<file path="src/rtl/mux4_rr_arbiter.sv">
// Round-robin arbiter driving the select of a 4:1 word mux toward one valid/ready sink.
// A grant holds for up to MAX_BURST accepted beats, then priority rotates past the winner.
module mux4_rr_arbiter #(
  parameter int unsigned MAX_BURST = 4,
  parameter int unsigned CNT_W     = 8
) (
  input  logic       clk,
  input  logic       rst_n,
  input  logic [3:0] req,
  input  logic       out_ready,
  output logic [1:0] sel,
  output logic [3:0] gnt,
  output logic       out_valid,
  output logic [3:0] ack,
  output logic       busy
);

  typedef enum logic [0:0] {
    IDLE = 1'b0,
    BUSY = 1'b1
  } state_t;

  localparam logic [CNT_W-1:0] LAST_BEAT = CNT_W'(MAX_BURST - 1);

  state_t           state_r, state_nx_s;
  logic [1:0]       sel_r, sel_nx_s;
  logic [3:0]       gnt_r, gnt_nx_s;
  logic [1:0]       ptr_r, ptr_nx_s;
  logic [CNT_W-1:0] cnt_r, cnt_nx_s;
  logic [3:0]       ack_s;
  logic             valid_s;
  logic [1:0]       win_s;

  // First set request bit at or after the priority pointer, wrapping mod 4.
  function automatic logic [1:0] rr_pick(input logic [3:0] r, input logic [1:0] p);
    logic [1:0] w;
    logic [1:0] idx;
    w = p;
    for (int k = 3; k >= 0; k--) begin
      idx = p + 2'(k);
      if (r[idx]) begin
        w = idx;
      end else begin
        w = w;
      end
    end
    return w;
  endfunction

  function automatic logic [3:0] onehot4(input logic [1:0] i);
    return 4'b0001 << i;
  endfunction

  assign win_s     = rr_pick(req, ptr_r);
  assign valid_s   = (state_r == BUSY) && req[sel_r];
  assign busy      = (state_r == BUSY);
  assign sel       = sel_r;
  assign gnt       = gnt_r;
  assign out_valid = valid_s;
  assign ack       = ack_s;

  // Next-state, grant bookkeeping and beat acknowledge.
  always_comb begin
    state_nx_s = state_r;
    sel_nx_s   = sel_r;
    gnt_nx_s   = gnt_r;
    ptr_nx_s   = ptr_r;
    cnt_nx_s   = cnt_r;
    ack_s      = 4'b0000;
    case (state_r)
      IDLE: begin
        if (req != 4'b0000) begin
          sel_nx_s   = win_s;
          gnt_nx_s   = onehot4(win_s);
          cnt_nx_s   = '0;
          state_nx_s = BUSY;
        end else begin
          state_nx_s = IDLE;
        end
      end
      BUSY: begin
        // A withdrawn request or the final beat both release; sel keeps its value.
        if (!req[sel_r]) begin
          state_nx_s = IDLE;
          gnt_nx_s   = 4'b0000;
          ptr_nx_s   = sel_r + 2'd1;
        end else if (out_ready) begin
          ack_s = onehot4(sel_r);
          if (cnt_r == LAST_BEAT) begin
            state_nx_s = IDLE;
            gnt_nx_s   = 4'b0000;
            ptr_nx_s   = sel_r + 2'd1;
          end else begin
            cnt_nx_s = cnt_r + CNT_W'(1);
          end
        end else begin
          state_nx_s = BUSY;
        end
      end
      default: begin
        state_nx_s = IDLE;
        gnt_nx_s   = 4'b0000;
      end
    endcase
  end

  // State and grant registers.
  always_ff @(posedge clk or negedge rst_n) begin
    if (!rst_n) begin
      state_r <= IDLE;
      sel_r   <= 2'd0;
      gnt_r   <= 4'b0000;
      ptr_r   <= 2'd0;
      cnt_r   <= '0;
    end else begin
      state_r <= state_nx_s;
      sel_r   <= sel_nx_s;
      gnt_r   <= gnt_nx_s;
      ptr_r   <= ptr_nx_s;
      cnt_r   <= cnt_nx_s;
    end
  end

endmodule
</file>
<file path="config.mk">
export PLATFORM = sky130hd
export DESIGN_NAME = mux4_rr_arbiter
export DESIGN_NICKNAME = d
export VERILOG_FILES = /design/src/rtl/mux4_rr_arbiter.sv
export SDC_FILE = /design/constraint.sdc
export NUM_CORES = 1
export LEC_CHECK = 0
export ABC_AREA = 0
export BUFFER_PORTS_ARGS = -buffer_cell sky130_fd_sc_hd__buf_2
export CELL_PAD_IN_SITES_DETAIL_PLACEMENT = 1
export CELL_PAD_IN_SITES_GLOBAL_PLACEMENT = 2
export CORE_MARGIN = 4
export CORE_UTILIZATION = 36
export DETAILED_ROUTE_END_ITERATION = 10
export PLACE_DENSITY = 0.82
export SLEW_MARGIN = 20
export SYNTH_ARGS = -nofsm -noshare
export SYNTH_HDL_FRONTEND = slang
export SYNTH_SLANG_ARGS = --single-unit
</file>
<file path="constraint.sdc">
create_clock -name clk -period 5.15 [get_ports clk]
set_clock_uncertainty 0.05 [all_clocks]
set_input_delay 0.7725 -clock clk [delete_from_list [all_inputs] [get_ports clk]]
set_output_delay 0.7725 -clock clk [all_outputs]
set_load 0.005 [all_outputs]
</file>
==> impl_results.md, run 1 <==
- Worst-path maximum fanout: 8
- Post_cts resized: 0
- Mapped Nets: 123
- Worst Hold Margin: 0.334 ns
- CTS Hold Bufs: 0
- Count of final setup violators: 0
- Final Max Tran Viols: 0
- RSZ-0062 raised after global routing: false
- Antenna violations before repair: 0
- Die Y: 62.7 um
- Max IR drop VDD: 0.174 mV
- Pre-Repair DR Iteration Count: 4
- Worst setup EP type: output port
- Clock Sink Count: 17
- Worst slack at placement: 2.48 ns
- Mapped Cells: 111
- Tmin final: 2.67 ns
- Top_reg_cell synth: dfrtp_1
- Via Count: 906
- Top Ports: 19
- Max clock buf depth: 2
- Area after DPL: 1180 um2
- Worst setup margin: 2.48 ns
- Leak Pwr: 0.000624 uW
- Post-CTS setup buffer count: 0
- Yosys warning total: 0
- Wire per inst: 16.3 um
- Hpwl dp: 1.95 mm
- Status: complete, no violations
- Num rows: 19
- Yosys cell types: 39
- Tot Pwr: 568 uW
- GRT Residual Overflow: 0
- CP Class: input pin to output port
- Gr usage total: 15.1%
- Worst hold path class: input pin to asynchronous set/reset pin
- CTS tree: yes
- RePlAce Congestion: 0.741
- Worst-Skew Late Latency: 0.30 ns
- Crit path DAT: 1.85 ns
- DRC viols: 0
- Width of the die: 62.7 um
- Core area: 2810 um2
- Post-route cell area: 1210 um2
- DR iter-0 viols: 20
- CP Launch Type: input pin
- Largest net degree at the start of global routing: 18
- PwrDens: 471 nW/um2
- Share of cells above drive strength 1: 25.6%
- Vias in the first global route: 964
- Setup TNS: 0 ns
- FF+latch count, synth: 17
- Post-route ant nets: 0
- Final count of hold timing violations: 0
- Slew margin rel.: 67.9%
- Post-Route WL: 2.61 mm
- Fin nets: 142
- Post-synthesis cell area: 1080 um2
- R2r worst-path depth: 4
- Worst-margin pin slew: 0.478 ns
- Clock-pin slew of the registers on the worst-case setup and hold paths: 0.11 ns
- CTS root buf: clkbuf_4
- Area of the die: 3940 um2
- Post-synth ARST share: 100%
- Syn Area/Cell: 9.72 um2
- Initial Util: 38.4%
- Maxcap violations: 0
- Area Growth Syn to Fin: 11.9%
- TritonCTS Buffers: 3
- First-pass GRT wire length: 4.74 mm
- Sequential fraction of the synthesis area: 39.4%
- Post-synth EDFFs: 0
- Worst EP required: 4.33 ns
- Final period util: 51.8%
- I/O Buffers: 18
- Antenna cells: 0
- Via/cell ratio: 5.66
- Fmax: 375 MHz
- H-tree levels: 1
==> critical path, cell delays in order <==
cell and delay, ns:
buf_2 0.15, mux4_2 0.56, and3_2 0.24, buf_2 0.12
==> flip-flops by register name, summed over array words and instances, names as in the netlist <==
| name | count |
|---|---|
| busy | 1 |
| cnt_r | 8 |
| gnt | 4 |
| ptr_r | 2 |
| sel | 2 |
==> worst paths after layout <==
kind                            startpoint       end  slack, ns
worst max-delay path                req[3]    ack[1]       2.48
worst min register to register    cnt_r[4]  cnt_r[4]       0.47
min in group clk                  cnt_r[4]  cnt_r[4]       0.47
worst max register to register      sel[1]  cnt_r[1]       3.32
max in group asynchronous            rst_n  ptr_r[0]       4.42
worst min-delay path                 rst_n  cnt_r[5]       0.33
==> stage by stage <==
step / cells / utilization [%]
after floorplan: 111 / -
after global placement: 156 / 42.1
after detailed placement: 156 / 42.1
after CTS: 160 / 43.0
after global routing: 160 / 43.0
final: 160 / 43.0
==> synth_stat cells (all sizes together), types with 2 or more instances <==
| cell | count | area (um2) |
|---|---|---|
| nand4 | 3 | 18.8 |
| o32ai | 4 | 35.0 |
| nor2 | 5 | 18.8 |
| xor2 | 2 | 17.5 |
| nor4 | 2 | 12.5 |
| nand2 | 13 | 48.8 |
| mux2i | 8 | 80.1 |
| nor2b | 4 | 25.0 |
| and4 | 2 | 20.0 |
| nand3 | 3 | 15.0 |
| buf | 4 | 27.5 |
| o211ai | 2 | 15.0 |
| ha | 5 | 62.6 |
| mux2 | 2 | 22.5 |
| and3 | 5 | 36.3 |
| dfrtp | 17 | 425 |
| o21ai | 3 | 15.0 |
| a2bb2oi | 2 | 17.5 |
| o22ai | 2 | 12.5 |
| inv | 9 | 33.8 |
| and2 | 4 | 28.8 |
==> layout by cell type (no fill, tap or decap), types with 4 or more instances in the layout <==
master,n
buf_2,18
dfrtp_1,17
nand2_1,13
inv_1,9
mux2i_1,8
nor2_1,5
ha_1,5
and3_2,4
nor2b_1,4
o32ai_1,4
==> routing by layer <==
layer  part of all wire, %  wire, um  vias up  global-route usage [%]
met4                  0.46        12        0                    5.79
li1                      -         -      432                       -
met3                   4.2       109        2                    3.24
met1                    49      1270      453                    20.7
met5                     0         0        -                       0
met2                    47      1220       19                    23.2
==> cell type report <==
class	instances	area (um2)
Fill cell	322	1600
Multi-Input combinational cell	81	592
Sequential cell	17	425
Timing Repair Buffer	18	90.1
Tap cell	31	38.8
Inverter	9	33.8
Clock buffer	3	22.5
Clock inverter	1	5.00
==> cells by family after synthesis <==
logic type / synth area share (%)
mux: 11.6
fa+ha+maj: 5.80
buf+inv: 5.68
xor+xnor: 1.62
simple gates: 22.6
flops: 39.4
compound gates: 13.2
==> power breakdown <==
part	internal, uW	switching, uW
clock network	28.9	46.6
logic	126	138
registers	173	56.4
Power figures use the tool's default switching activity.
==> run 2: changes to the inputs <==
--- a/config.mk
+++ b/config.mk
@@ -5,14 +5,14 @@
 export SDC_FILE = /design/constraint.sdc
 export NUM_CORES = 1
 export LEC_CHECK = 0
-export ABC_AREA = 0
+export ABC_AREA = 1
 export BUFFER_PORTS_ARGS = -buffer_cell sky130_fd_sc_hd__buf_2
 export CELL_PAD_IN_SITES_DETAIL_PLACEMENT = 1
 export CELL_PAD_IN_SITES_GLOBAL_PLACEMENT = 2
 export CORE_MARGIN = 4
-export CORE_UTILIZATION = 36
+export CORE_UTILIZATION = 32
 export DETAILED_ROUTE_END_ITERATION = 10
-export PLACE_DENSITY = 0.82
+export PLACE_DENSITY = 0.79
 export SLEW_MARGIN = 20
 export SYNTH_ARGS = -nofsm -noshare
 export SYNTH_HDL_FRONTEND = slang
==> constraint.sdc (replaced) <==
create_clock -name clk -period 2.7 [get_ports clk]
set_clock_uncertainty 0.05 [all_clocks]
set_input_delay 0.405 -clock clk [delete_from_list [all_inputs] [get_ports clk]]
set_output_delay 0.405 -clock clk [all_outputs]
set_load 0.005 [all_outputs]
==> run 2 against run 1 <==
Net effect:
- sequential power is 120% higher
- register-to-register slack worse by 2.4 ns
- largest power group unchanged
- clock power grew to 2.5 times the previous value
- final area is 22% higher
- via count is 32% higher
- sequential cell count stayed put
- final cell count is 57% higher
- synthesized area is 22% higher
- critical path type is now flop to output port
==> impl_results.md, run 2 <==
- Status: complete, no violations
- Final count of hold timing violations: 0 (unchanged)
- Area leader, netlist: dfrtp_1
- Worst-margin pin slew: 0.441 ns (-0.0372 ns)
- Clock Sink Count: 17 (unchanged)
- Initial Util: 33.0% (-5.4 points)
- Sequential fraction of the synthesis area: 32.4% (-7.0 points)
- FF+latch count, synth: 17 (unchanged)
- Sw frac: 51.1% (+8.7 points)
- Hpwl dp: 2.51 mm (+28%)
- Post-route cell area: 1470 um2 (+22%)
- Worst-path maximum fanout: 8 (unchanged)
- GRT Residual Overflow: 0 (unchanged)
- TritonCTS Buffers: 3 (unchanged)
- Die Y: 72.0 um (+15%)
- Crit path DAT: 1.60 ns (-0.25 ns)
- CTS Hold Bufs: 0 (unchanged)
- CP Launch Type: flop
- Vias in the first global route: 1,262 (+31%)
- Area Growth Syn to Fin: 12.1%
- Count of final setup violators: 0 (unchanged)
- Num rows: 23 (+4)
- Mapped Cells: 183 (+65%)
- DR iter-0 viols: 17 (-15%)
- Placed insts: 248 (+59%)
- Setup TNS: 0 ns (unchanged)
- Via/cell ratio: 4.74 (-16%)
- Sequential power share: 29.9% (-10 points)
- Worst EP required: 2.25 ns (-2.08 ns)
- Largest register FFs: 8 (unchanged)
- Post-CTS setup buffer count: 0 (unchanged)
- Wire per inst: 12.1 um (-26%)
- Worst-Skew Late Latency: 0.25 ns (-0.05 ns)
- I/O Buffers: 18 (unchanged)
- Antenna violations before repair: 0 (unchanged)
- Max clock buf depth: 2 (unchanged)
- Commonest non-fill, non-tap cell in the layout: nand2_1
- Commonest cells after routing, fill and taps aside: nand2_1, inv_1, buf_2, dfrtp_1
- Combinational fraction of design power: 59.0% (+13 points)
- First-pass GRT wire length: 5.57 mm (+17%)
- Post-synth EDFFs: 0 (unchanged)
- Most frequent cell after synthesis: nand2_1
- Fmax: 487 MHz
- Width of the die: 72.0 um (+15%)
- CP Class: flop to output port
- Via Count: 1,194 (+32%)
- Final Max Tran Viols: 0 (unchanged)
- Post-route ant nets: 0 (unchanged)
- Gr usage total: 13.3% (-1.7 points)
- Reg with most FFs: cnt_r
- Maxcap violations: 0 (unchanged)
- Post-Route WL: 3.04 mm (+16%)
- Synth top cells by count: nand2_1, inv_1, dfrtp_1, nand3_1, nor2_1
- Leak Pwr: 0.000788 uW (+26%)
- Clock-pin slew of the registers on the worst-case setup and hold paths: 0.07 ns (-0.04 ns)
- Clock network fraction of total power: 11.1% (-2.2 points)
- Worst hold path class: input pin to asynchronous set/reset pin
- CTS root buf: clkbuf_8
- Fin nets: 215 (+51%)
- Cell Int Power: 832 uW (+150%)
- Mapped Nets: 195 (+59%)
- H-tree levels: 1 (unchanged)
- DRC viols: 0 (unchanged)
- PwrDens: 1160 nW/um2 (+150%)
- Final non-filler cell total: 252 (+57%)
- CTS tree: yes
- RePlAce Congestion: 0.783 (+5.7%)
- Post-synth ARST share: 100% (unchanged)
- Max IR drop VDD: 0.369 mV (+110%)
- Core area: 3970 um2 (+42%)
- Met1 wire length: 1.30 mm (+2.3%)
- Area after DPL: 1430 um2 (+21%)
- Top Ports: 19 (unchanged)
- Antenna cells: 0 (unchanged)
- Share of the synthesized area in the top cell type: 32.4% (-7.0 points)
- Yosys cell types: 28 (-28%)
- Top routing layer in use: met4
- Switching power: 870 uW (+260%)
- Synth area leaders: dfrtp_1, nand2_1, o21ai_2
- RSZ-0062 raised after global routing: false
- Tmin final: 2.05 ns
- Syn Area/Cell: 7.17 um2 (-26%)
- Yosys warning total: 0 (unchanged)
- Largest net degree at the start of global routing: 18 (unchanged)
- Routed wl met2: 1.65 mm (+35%)
- Final period util: 76.1%
- Area of the die: 5190 um2 (+32%)
- DR WL met3: 45 um (-59%)
- Share of cells above drive strength 1: 27.2% (+1.6 points)
- Post_cts resized: 0 (unchanged)
- Post-synthesis cell area: 1310 um2 (+22%)
- Slew margin rel.: 70.6% (+2.8 points)
- Top_reg_cell synth: dfrtp_1
- Worst setup EP type: output port
- Pre-Repair DR Iteration Count: 4 (unchanged)
[run 2: final cells by class]
cell class,count,area (um2)
Tap cell,50,62.6
Multi-Input combinational cell,138,752
Sequential cell,17,425
Inverter,25,96.3
Clock buffer,4,45.0
Fill cell,513,2500
Timing Repair Buffer,18,90.1
[run 2: critical path, stage by stage (launching register included)]
cell and delay [ns]:
dfrtp_1 0.47, inv_2 0.13, nand2_1 0.06, nand3_1 0.06, and2_4 0.17, inv_1 0.04, nor2_1 0.10, nand2_1 0.11
nor2_1 0.10, buf_2 0.12
[run 2: stage by stage]
stage               hold WS [ns]  total power, uW  setup slack (ns)  util [%]
finish                    0.0199             1700             0.646      37.1
global route              0.0487             1920             0.406      37.1
CTS                       0.0325             1750             0.600      37.1
detailed placement         0.311             1550             0.874      35.9
global placement           0.305             1510             0.910      35.9
floorplan                 0.0594             1340              1.05         -
[run 2: path summary, 6_finish.rpt]
path / start / to / slack (ns) / cells past startpoint
setup / recovery: sel[0] / ack[1] / 0.65 / 9
hold / removal: rst_n / cnt_r[6] / 0.02 / 1
setup reg to reg: cnt_r[0] / gnt[1] / 0.92 / 10
hold reg to reg: gnt[2] / gnt[2] / 0.42 / 2
max in group asynchronous: rst_n / cnt_r[2] / 2.29 / 1
min in group clk: gnt[2] / gnt[2] / 0.42 / 2
[run 2: kinds of logic (layout without fill, tap and decap cells)]
| group | Yosys count | count (layout) | share of synthesized area (%) |
|---|---|---|---|
| XOR/XNOR | 3 | 3 | 2.00 |
| adder cells (fa/ha/maj) | 5 | 5 | 4.77 |
| flip-flops | 17 | 17 | 32.4 |
| AND/OR/NAND/NOR | 113 | 113 | 41.5 |
| AO/OA/AOI/OAI | 17 | 17 | 9.06 |
| buffers and inverters | 28 | 47 | 10.3 |
[run 2: power groups by stage]
stage	sequential [uW]	clock [uW]	combinational, uW
final	509	189	1000
after global routing	533	206	1180
after CTS	515	198	1040
after detailed placement	518	0	1030
after global placement	510	0	997
after floorplan	452	0	884
[run 2: metal layers]
layer | GRT usage [%] | vias up
met4 | 4.38 | 0
met2 | 26.4 | 10
met1 | 14.4 | 567
met5 | 0 | -
li1 | - | 612
met3 | 1.66 | 5
